<file path="src/rtl/seq_shift_unit_if.sv">
// ============================================================================
// seq_shift_unit_if : start/busy/done request bus of the multi-cycle shifter
// Revision: 1.0
// ============================================================================
`default_nettype none

interface seq_shift_unit_if #(
  parameter int WIDTH = 23,
  parameter int AMT_W = 5
);
  logic             start;
  logic [1:0]       mode;
  logic             fill;
  logic [AMT_W-1:0] amount;
  logic [WIDTH-1:0] din;
  logic             busy;
  logic             done;
  logic [WIDTH-1:0] dout;

  modport master (
    output start, mode, fill, amount, din,
    input  busy, done, dout
  );

  modport slave (
    input  start, mode, fill, amount, din,
    output busy, done, dout
  );
endinterface

`default_nettype wire

</file>
<file path="src/rtl/seq_shift_unit.sv">
// ============================================================================
// seq_shift_unit : one-bit-per-clock shift/rotate unit with start/busy/done
// Revision: 1.0
// ============================================================================
`default_nettype none

module seq_shift_unit #(
  parameter int WIDTH = 23,
  parameter int AMT_W = 5
) (
  input  wire               clk,
  input  wire               rst,
  seq_shift_unit_if.slave   bus
);

  localparam logic [1:0] S_IDLE  = 2'd0;
  localparam logic [1:0] S_SHIFT = 2'd1;
  localparam logic [1:0] S_DONE  = 2'd2;

  localparam logic [1:0] M_LSL = 2'b00;
  localparam logic [1:0] M_LSR = 2'b01;
  localparam logic [1:0] M_ASR = 2'b10;

  logic [1:0]       state_q,  state_d;
  logic [AMT_W-1:0] cnt_q,    cnt_d;
  logic [1:0]       mode_q,   mode_d;
  logic             fill_q,   fill_d;
  logic [WIDTH-1:0] data_q,   data_d;
  logic             busy_q,   busy_d;
  logic             done_q,   done_d;
  logic [WIDTH-1:0] step_val;

  always_comb begin
    case (mode_q)
      M_LSL:   step_val = {data_q[WIDTH-2:0], fill_q};
      M_LSR:   step_val = {fill_q, data_q[WIDTH-1:1]};
      M_ASR:   step_val = {data_q[WIDTH-1], data_q[WIDTH-1:1]};
      default: step_val = {data_q[WIDTH-2:0], data_q[WIDTH-1]};
    endcase
  end

  always_comb begin
    state_d = state_q;
    cnt_d   = cnt_q;
    mode_d  = mode_q;
    fill_d  = fill_q;
    data_d  = data_q;

    case (state_q)
      S_IDLE, S_DONE: begin
        // DONE accepts a new start exactly like IDLE so operations chain gap-free
        if (bus.start) begin
          data_d  = bus.din;
          mode_d  = bus.mode;
          fill_d  = bus.fill;
          cnt_d   = bus.amount;
          state_d = (bus.amount == '0) ? S_DONE : S_SHIFT;
        end else begin
          state_d = S_IDLE;
        end
      end
      S_SHIFT: begin
        data_d = step_val;
        cnt_d  = cnt_q - AMT_W'(1);
        if (cnt_q == AMT_W'(1)) begin
          state_d = S_DONE;
        end
      end
      default: state_d = S_IDLE;
    endcase

    busy_d = (state_d == S_SHIFT);
    done_d = (state_d == S_DONE);
  end

  always_ff @(posedge clk) begin
    if (rst) begin
      state_q <= S_IDLE;
      cnt_q   <= '0;
      mode_q  <= '0;
      fill_q  <= 1'b0;
      data_q  <= '0;
      busy_q  <= 1'b0;
      done_q  <= 1'b0;
    end else begin
      state_q <= state_d;
      cnt_q   <= cnt_d;
      mode_q  <= mode_d;
      fill_q  <= fill_d;
      data_q  <= data_d;
      busy_q  <= busy_d;
      done_q  <= done_d;
    end
  end

  assign bus.busy = busy_q;
  assign bus.done = done_q;
  assign bus.dout = data_q;

endmodule

`default_nettype wire

</file>
<file path="src/flat_wrapper.sv">
// flat-port wrapper written by rule: the top's interface ports become plain ports
module seq_shift_unit_flat 
#(
  parameter int WIDTH = 23,
  parameter int AMT_W = 5
)
  (clk, rst, bus_start, bus_mode, bus_fill, bus_amount, bus_din, bus_busy, bus_done, bus_dout);
  seq_shift_unit_if #(.WIDTH(WIDTH), .AMT_W(AMT_W)) bus_i ();
  input  wire clk;
  input  wire rst;
  input wire logic [$bits(bus_i.start)-1:0] bus_start;
  input wire logic [$bits(bus_i.mode)-1:0] bus_mode;
  input wire logic [$bits(bus_i.fill)-1:0] bus_fill;
  input wire logic [$bits(bus_i.amount)-1:0] bus_amount;
  input wire logic [$bits(bus_i.din)-1:0] bus_din;
  output wire logic [$bits(bus_i.busy)-1:0] bus_busy;
  output wire logic [$bits(bus_i.done)-1:0] bus_done;
  output wire logic [$bits(bus_i.dout)-1:0] bus_dout;
  assign bus_i.start = bus_start;
  assign bus_i.mode = bus_mode;
  assign bus_i.fill = bus_fill;
  assign bus_i.amount = bus_amount;
  assign bus_i.din = bus_din;
  assign bus_busy = bus_i.busy;
  assign bus_done = bus_i.done;
  assign bus_dout = bus_i.dout;
  seq_shift_unit #(.WIDTH(WIDTH), .AMT_W(AMT_W)) u_core (.clk(clk), .rst(rst), .bus(bus_i));
endmodule
</file>
<file path="config.mk">
export PLATFORM = sky130hd
export DESIGN_NAME = seq_shift_unit_flat
export DESIGN_NICKNAME = d
export VERILOG_FILES = /design/src/rtl/seq_shift_unit_if.sv /design/src/rtl/seq_shift_unit.sv /design/src/flat_wrapper.sv
export SDC_FILE = /design/constraint.sdc
export NUM_CORES = 1
export LEC_CHECK = 0
export CAP_MARGIN = 25
export CORE_MARGIN = 3
export CORE_UTILIZATION = 40
export CTS_CLUSTER_DIAMETER = 40
export DETAILED_ROUTE_END_ITERATION = 7
export GPL_TIMING_DRIVEN = 0
export MAX_ROUTING_LAYER = met4
export PLACE_DENSITY_LB_ADDON = 0.15
export SLEW_MARGIN = 20
export SYNTH_ARGS = -nofsm -noshare
export SYNTH_HDL_FRONTEND = slang
export SYNTH_SLANG_ARGS = --single-unit
</file>
<file path="constraint.sdc">
create_clock -name clk -period 1.6 [get_ports clk]
set_clock_uncertainty 0.05 [all_clocks]
set_input_delay 0.16 -clock clk [delete_from_list [all_inputs] [get_ports clk]]
set_output_delay 0.16 -clock clk [all_outputs]
set_load 0.01 [all_outputs]
</file>
# == Word level (Yosys, flattened, before mapping) ==
# Index checks and enable logic that the tools add are counted.
# W data, S select, Z words.
# totals
ff_bits,35
in_bits,34
out_inout_bits,25
word_cells,35
# classes
addsub,1
n_eq_ne,9
n_mux,9
n_reduce_logical,8
# ops
op,count
$pmux W23 S3,1
$pmux W23 S2,1
$mux W23,1
$pmux W5 S2,1
$eq A2 B1 Y1 const B,3
$eq A2 B2 Y1 const B,3
$mux W2,3
$eq A5 B1 Y1 const B,1
$logic_not A5 Y1,1
$mux W5,1
$sub A5 B1 Y5 const B,1
$logic_not A2 Y1,2
$ne A2 B2 Y1 const B,2
$pmux W2 S2,1
$reduce_and A2 Y1,2
$reduce_and A3 Y1,1
$reduce_bool A2 Y1,1
$reduce_or A2 Y1,1

# == Logic depth before layout (Yosys ltp) ==
# Gate-level depths: netlist of the first run.
# depth
depth_word,5
depth_mapped,6
ltp_nobuf,5

# == Worst setup path after synthesis of the first run ==
# No wires, ideal clock.
# synth_path
path_type,register to register
start,register u_core.mode_q[1]
end,register u_core.data_q[1] (netlist: u_core.bus.dout[1])
setup_time_ns,0.142
arrival_time_ns,1.232
t_required_ns,1.408
setup_slack_ns,0.176
path_stages_with_launch,7
n_path_buf,2
synth_period_minus_slack_ns,1.424
cell_sequence,dfxtp_1 -> buf_4 -> xor2_4 -> buf_6 -> mux2_4 -> nor2_1 -> a311oi_1
# synth_between
elab_chain_cells,3
elab_cells_between_ends,5
cone_classes,eq/ne (2); mux (2); reduce/logical (1)
# synth_lines
element,line,rtl
start: declaration,seq_shift_unit.sv:26,"logic [1:0] mode_q, mode_d;"
start signal: assignment,seq_shift_unit.sv:88,mode_q <= mode_d;
$eq A2 B2 Y1 (tied with other cells),seq_shift_unit.sv:34,case (mode_q)
$pmux W23 S3 (*),seq_shift_unit.sv:34,
$pmux W23 S2 (*),seq_shift_unit.sv:49,case (state_q)
end signal: assignment,seq_shift_unit.sv:90,data_q <= data_d;
end: declaration,seq_shift_unit.sv:28,"logic [WIDTH-1:0] data_q, data_d;"
# Every way passes the cells marked *; elsewhere a longest branch is shown, timed or not.
# A chain may end at the register's enable or synchronous reset.

# == Worst setup path in the final report of the first run ==
# layout_path
start,register u_core.mode_q[1]
end,register u_core.data_q[16] (netlist: u_core.bus.dout[16])
# Same word-level chain as after synthesis.

==> run summary, run 1 <==
Ranked by instance count, the synthesized netlist is headed by nand2_1, dfxtp_1, nor2_1. The most used flip-flop cell after synthesis is dfxtp_1. The via count of the first global-routing pass came out at 1760. For this run, asynchronously set or reset flops after synthesis account for 0%.

In this run, synthesis inferred 0 flip-flops with an integrated enable. For this configuration, the core starts out at a cell density of 42.8%. Dividing the detail-routed via count by the number of cells gives 5.42. The cell area after layout was 0.00274 mm2.

The clock drives 35 sinks. Share of cells above drive strength 1: 21.2%. The endpoint of the most critical register-to-register path was u_core.bus.dout[16]. The initial antenna violation count was 0. The number of hold buffers added after cts was 0; the number of flip-flops and latches in the synthesized netlist was 35. After synthesis, the mean cell area works out to 8.43 um2.

The congestion estimate from routability-driven global placement came to 0.854. Element type at the critical path start: a register. The leftover overflow at the end of global routing was 0; the core footprint was 0.00447 mm2.

Setup violations remaining at the end of the flow were counted as 0. The worst register-to-register path begins at u_core.mode_q[1]. The worst path meets setup with 0.0333 ns of slack.

In this run the biggest area consumer among cell types represents 36.6% of the synthesized area. Data on the critical path is required at its endpoint by 1.70 ns. The post-route clock period utilization is 97.9%.

The cell count of the worst hold path works out to 2. Of the total power, combinational logic draws 33.7%. The worst slew slack as a fraction of its limit was 63.8%; the routed wirelength normalized by instance count was 15.1 um.

The clock tree root driver cell was clkbuf_8. The worst register-to-register path has a setup slack of 0.03 ns. Summed over all layers, the routed wires come to 5290 um. Cell area after synthesis: 0.00191 mm2. Clock latency on the worst-skew pair, taken at its later pin, is 0.28 ns. The maximum frequency from static timing analysis came out at 0.638 GHz. The count of H-tree levels built during CTS came out at 2. Across the whole layout, storage elements account for 703 um2.

The signal arrival time at the worst endpoint came out at 1.66 ns. In the routed design, unresolved DRC markers number 0. The tools report the number of violations of the max-capacitance limit as 0. In this run the horizontal extent of the chip is 75.2 um.

Type of element capturing the critical path: a register. The number of nets in the layout is 334, and the areal power density over the cells is 909 mW/mm2. For hold timing, the worst endpoint is u_core.bus.dout[9]. Setup repair after global routing could not meet its margin everywhere.

The fraction of power consumed by sequential logic was 42.7%; the hold violation total from the final report was 0. 59 I/O pins were placed. Global routing used 19.7% of the available tracks. The completed layout was analyzed and its total power is 2.49 mW. Yosys printed 0 warnings. The critical path starts at u_core.mode_q[1]. The run gives 760 uW as the net switching power. The cell leakage power was 1.06 nW; the number of rows created at floorplan was 24. The run finished with clean final reports.

IR analysis of the VDD net gives a maximum drop of 0.594 mV. The tools report the layout filler cell count as 393. The worst setup slack after placement was -0.363 ns; the die height was 75.2 um. The worst hold path begins at rst. Yosys mapped the design onto 27 distinct sky130hd cell types.

The post-layout minimum cycle time was 1.57 ns; the number of violations reported at the end of detailed-routing iteration 0 was 114. The slew at the pin closest to its max-slew limit came out at 0.543 ns. Among all cell types in the netlist, the one instantiated most often is nand2_1. The logs give 1891 for the via count of the routed design and 0.00255 mm2 for the area of placed instances. The tools report the part of the Yosys area used for sequential elements as 36.6%. The tools report the multi-input gate area in the final layout as 0.00111 mm2.

Instance count of the mapped netlist: 227. The first global-routing pass estimated 8310 um of wire. The number of cells on the worst reg-to-reg path came out at 6. The HPWL reported at the end of detailed placement came out at 3720 um. Register clock-pin slew on the reported worst setup and hold paths: 0.06 ns.

The tools report the total nets after synthesis as 263. The first-pass detailed-route iteration total was 4; the maximum number of pins on one net before global-route repair was 11. Number of clock buffers inserted by TritonCTS: 5.

Signed area change from the synthesized netlist to the final layout: 43.4%. The critical path in this run is classified as register to register. dfxtp_1 takes more of the synthesized area than any other cell. TritonCTS built the clock tree.

The clock network burns 23.6% of the power. Final design utilization: 61.3%. Largest driver fanout on the critical path: 5. The number of antenna diodes in the final layout is 0. By area the synthesized netlist is led by dfxtp_1, nand2_1, a311oi_1. Switching part of the total: 30.5%. The die covers 0.00565 mm2. The longest clock path from root to sink contains 2 buffers. The final count of pins violating max slew was 0; the internal portion of total power was 1.73 mW. In this run the worst hold path is classified as input pin to register. The final antenna-violating net count was 0; the number of I/O port buffers was 57.
-- through the flow --
| stage | hold slack (ns) | cells | setup TNS, ns |
|---|---|---|---|
| after floorplan | 0.246 | 227 | 0 |
| after global placement | 0.415 | 336 | -6.34 |
| after detailed placement | 0.425 | 336 | -7.39 |
| after CTS | 0.216 | 342 | 0 |
| after global routing | 0.266 | 349 | -0.301 |
| final | 0.232 | 349 | 0 |
-- metal layers --
layer / part of all wire [%] / vias up / routed length, um / GRT usage, %
met1: 47 / 888 / 2470 / 26.9
met4: 0.72 / 0 / 38 / 4.85
met2: 47 / 56 / 2470 / 29.4
met3: 5.8 / 4 / 305 / 4.81
li1: - / 943 / - / -
met5: 0 / - / 0 / -
-- worst max-delay path, stage by stage, from the launching register on --
cell	delay [ns]
dfxtp_2	0.32
buf_6	0.12
xor2_4	0.28
buf_6	0.18
mux2_2	0.33
nor2_1	0.10
a311oi_1	0.05
-- state kept, by name, summed over array words and instances, names as in the netlist --
| register | cells |
|---|---|
| u_core.bus.dout | 23 |
| u_core.cnt_q | 5 |
| u_core.mode_q | 2 |
| u_core.state_q | 2 |
| u_core.bus.busy | 1 |
| u_core.bus.done | 1 |
| u_core.fill_q | 1 |
-- final cells by class --
type | instances | share of cell area, %
timing repair buffer | 64 | 23.5
sequential | 35 | 25.6
tap | 52 | 2.37
clock buffer | 6 | 2.64
buffer | 21 | 5.15
multi-input combinational | 169 | 40.4
inverter | 2 | 0.274
-- timing repair --
action / CTS / global route
endpoints found under the hold margin: 0 / 0
setup buffers: 0 / 5
setup endpoints to repair: 7 / 22
pin swaps: 0 / 4
resized for setup: 2 / 26
gates cloned: 0 / 2
-- cells in the final DEF, fill, tap and decap left out, types with 6 or more instances in the layout --
cell / count
clkdlybuf4s50_1: 57
nand2_1: 54
dfxtp_1: 33
nor2_1: 25
a311oi_1: 21
mux2_4: 13
a21oi_1: 11
mux2_2: 10
nor2_2: 8
clkbuf_2: 6
buf_6: 6
-- worst max path at each step --
stage	endpoint	cells past startpoint
floorplan	u_core.bus.dout[1]	6
global placement	u_core.bus.dout[1]	6
detailed placement	u_core.bus.dout[12]	6
CTS	u_core.bus.dout[19]	5
global route	u_core.bus.dout[16]	6
finish	u_core.bus.dout[16]	6
-- kinds of logic after synthesis --
group | after synthesis | synth area share (%)
AND/OR/NAND/NOR | 98 | 20.5
AO/OA/AOI/OAI | 44 | 17.1
flip-flops | 35 | 36.6
multiplexers | 24 | 16.0
buffers and inverters | 23 | 7.00
adder cells (fa/ha/maj) | 2 | 1.31
XOR/XNOR | 1 | 1.44
-- power groups by stage --
stage	clock, mW	sequential [mW]	combinational, mW
after detailed placement	0	1.08	0.776
after global placement	0	1.08	0.764
final	0.588	1.06	0.842
after floorplan	0	1.09	0.441
after CTS	0.608	1.06	0.779
after global routing	0.632	1.08	0.917
Note: power is estimated with default switching activity, not from simulation.
==> run 2, diff against run 1 <==
--- a/constraint.sdc
+++ b/constraint.sdc
@@ -4,2 +4,2 @@
 set_output_delay 0.16 -clock clk [all_outputs]
-set_load 0.01 [all_outputs]
+set_load 0.02 [all_outputs]
==> run summary, run 2 (synthesized netlist as in run 1, its figures left out) <==
The number of sinks handled by clock tree synthesis came out at 35 (unchanged). The run finished with clean final reports. Flip-flop count of the largest register, all copies and words added: 23 (unchanged). The type of element capturing the critical path is a register. Largest voltage drop on the vdd net: 0.598 mV (+0.71%).

The total die area is 0.00565 mm2 (unchanged), and the final setup violation count is 0 (unchanged). The least setup slack across all paths after layout was 0.0360 ns (+0.00270 ns). The clock latency of the later-clocked register in the worst-skew pair was 0.28 ns (about the same); the maximum frequency from static timing analysis was 0.639 GHz (+0.17%). The tree is rooted in a clkbuf_8. The run gives 5290 um (+0.13%) as the detailed-route wire length. The post-layout minimum cycle time was 1.56 ns (-0.00270 ns).

The worst setup slack after placement came out at -0.363 ns (unchanged). The tools report the number of violations of the max-capacitance limit as 0 (unchanged). The count of H-tree levels built during CTS is 2 (unchanged). Worst-case clock buffer depth: 2 (unchanged).

Largest driver fanout on the critical path: 5 (unchanged). Leaving out fill and tap cells, the most frequent cell in the layout is clkdlybuf4s50_1. The final RePlAce weighted congestion was 0.854 (unchanged); the leftover overflow at the end of global routing was 0 (unchanged).

Setup repair after global routing could not meet its margin everywhere. The core footprint is 0.00447 mm2 (unchanged), and the post-route clock period utilization is 97.8% (-0.17 points). The final cell count without fillers is 349 (unchanged), and the signal arrival time at the worst endpoint is 1.66 ns (about the same).

The via density per instance is 5.43 (+0.26%). The signed area change from the synthesized netlist to the final layout was 43.6% (about the same). The first-pass detailed-route iteration total is 4 (unchanged), and the DRC violation count after routing is 0 (unchanged). The worst setup path is launched from a register. For the HPWL reported at the end of detailed placement, the log shows 3720 um (unchanged).

The via count of the routed design came out at 1896 (+0.26%). The slew at the pin closest to its max-slew limit is 0.541 ns (-0.00279 ns), and the count of inserted antenna diode cells is 0 (unchanged). The final antenna-violating net count was 0 (unchanged). The die height is 75.2 um (unchanged), and the final count of pins violating max slew is 0 (unchanged).

The cell leakage power is 1.08 nW (+1.4%). The routed wirelength normalized by instance count was 15.2 um (+0.13%). The total power consumption of the routed design was 2.55 mW (+2.3%); the share of cells above drive strength 1 was 21.2% (unchanged).

The cell count after placement was 336 (unchanged). The run gives 0 (unchanged) as the initial antenna violation count. In the layout the commonest cells are clkdlybuf4s50_1, nand2_1, dfxtp_1.

The run gives 0 (unchanged) as the hold violation total from the final report. The global-route wire length before repair is 8310 um (unchanged), and the overall fraction of global-route tracks in use is 19.7% (unchanged). The run gives 5 (unchanged) as the number of clock buffers inserted by TritonCTS. For the number of violations reported at the end of detailed-routing iteration 0, the log shows 107 (-6.1%).

The number of I/O port buffers was 57 (unchanged). The number of nets in the layout is 334 (unchanged), and the chip width is 75.2 um (unchanged). Type of the setup path with the least slack: register to register.

The areal power density over the cells works out to 929 mW/mm2 (+2.2%). The via count of the first global-routing pass is 1760 (unchanged). The maximum number of pins on one net before global-route repair came out at 11 (unchanged). TritonCTS built the clock tree. The tools report the initial core utilization as 42.8% (unchanged). Number of rows created at floorplan: 24 (unchanged). Final design utilization: 61.4% (about the same). The required time of the worst setup path is 1.70 ns (about the same). The classification of the worst-slack hold path is input pin to register. The number of top-level pins is 59 (unchanged), and the register clock-pin slew on the reported worst setup and hold paths is 0.06 ns (about the same). The run gives 64.0% (+0.19 points) as the worst slew slack as a fraction of its limit.
## run 2: changes by cell type in the layout (fill, tap and decap cells not counted)
cell,delta
clkdlybuf4s50_1,-1
dlymetal6s2s_1,+1
## run 2: repair_timing
item / in CTS / in global routing
gates resized for setup: 2 / 27
hold buffers: 0 / 0
buffers inserted: 0 / 5
endpoints found under the setup margin: 7 / 23
pin swaps: 0 / 4
gates cloned: 0 / 2
## run 2: per-layer routing
layer / vias to the layer above / global-route usage, % / routed length, um / share of wire [%]
li1: 942 / - / - / -
met1: 897 / 26.9 / 2510 / 47
met2: 53 / 29.4 / 2450 / 46
met3: 4 / 4.81 / 290 / 5.5
met4: 0 / 4.85 / 38 / 0.72
met5: - / - / 0 / 0
## run 2: stage by stage
| step | area, um2 | setup TNS [ns] | hold WS, ns |
|---|---|---|---|
| 6_report | 2750 | 0 | 0.229 |
| 3_3_place_gp | 2550 | -6.34 | 0.415 |
| 5_1_grt | 2750 | -0.305 | 0.266 |
| 4_1_cts | 2620 | 0 | 0.216 |
| 3_5_place_dp | 2550 | -7.39 | 0.425 |
| 2_1_floorplan | 1910 | 0 | 0.246 |
## run 2: final timing paths
kind | from | endpoint | slack [ns] | depth (start not counted)
worst max-delay path | u_core.mode_q[1] | u_core.bus.dout[16] | 0.04 | 6
worst min-delay path | rst | u_core.bus.dout[9] | 0.23 | 2
worst max register to register | u_core.mode_q[1] | u_core.bus.dout[16] | 0.04 | 6
worst min register to register | u_core.fill_q | u_core.fill_q | 0.44 | 2
## run 2: critical path, stage by stage (launching register included)
cell and delay, ns:
dfxtp_2 0.32, buf_6 0.12, xor2_4 0.28, buf_6 0.18, mux2_2 0.33, nor2_1 0.10
a311oi_1 0.05
## run 2: layout make-up
class,count,area (um2)
Tap cell,52,65.1
Timing Repair Buffer,64,647
Buffer,21,141
Clock buffer,6,72.6
Sequential cell,35,703
Inverter,2,7.51
Multi-Input combinational cell,169,1110
Fill cell,393,1730
## run 2: report_power, final
part           switching (mW)  internal [mW]
logic                   0.416          0.478
registers              0.0978          0.966
clock network           0.303          0.290
total                   0.817           1.73
==> run 3, diff against run 2 <==
- SLEW_MARGIN: 20 -> 15
==> results of run 3 <==
Final layout, timing and power as in run 2 (identical DEF).
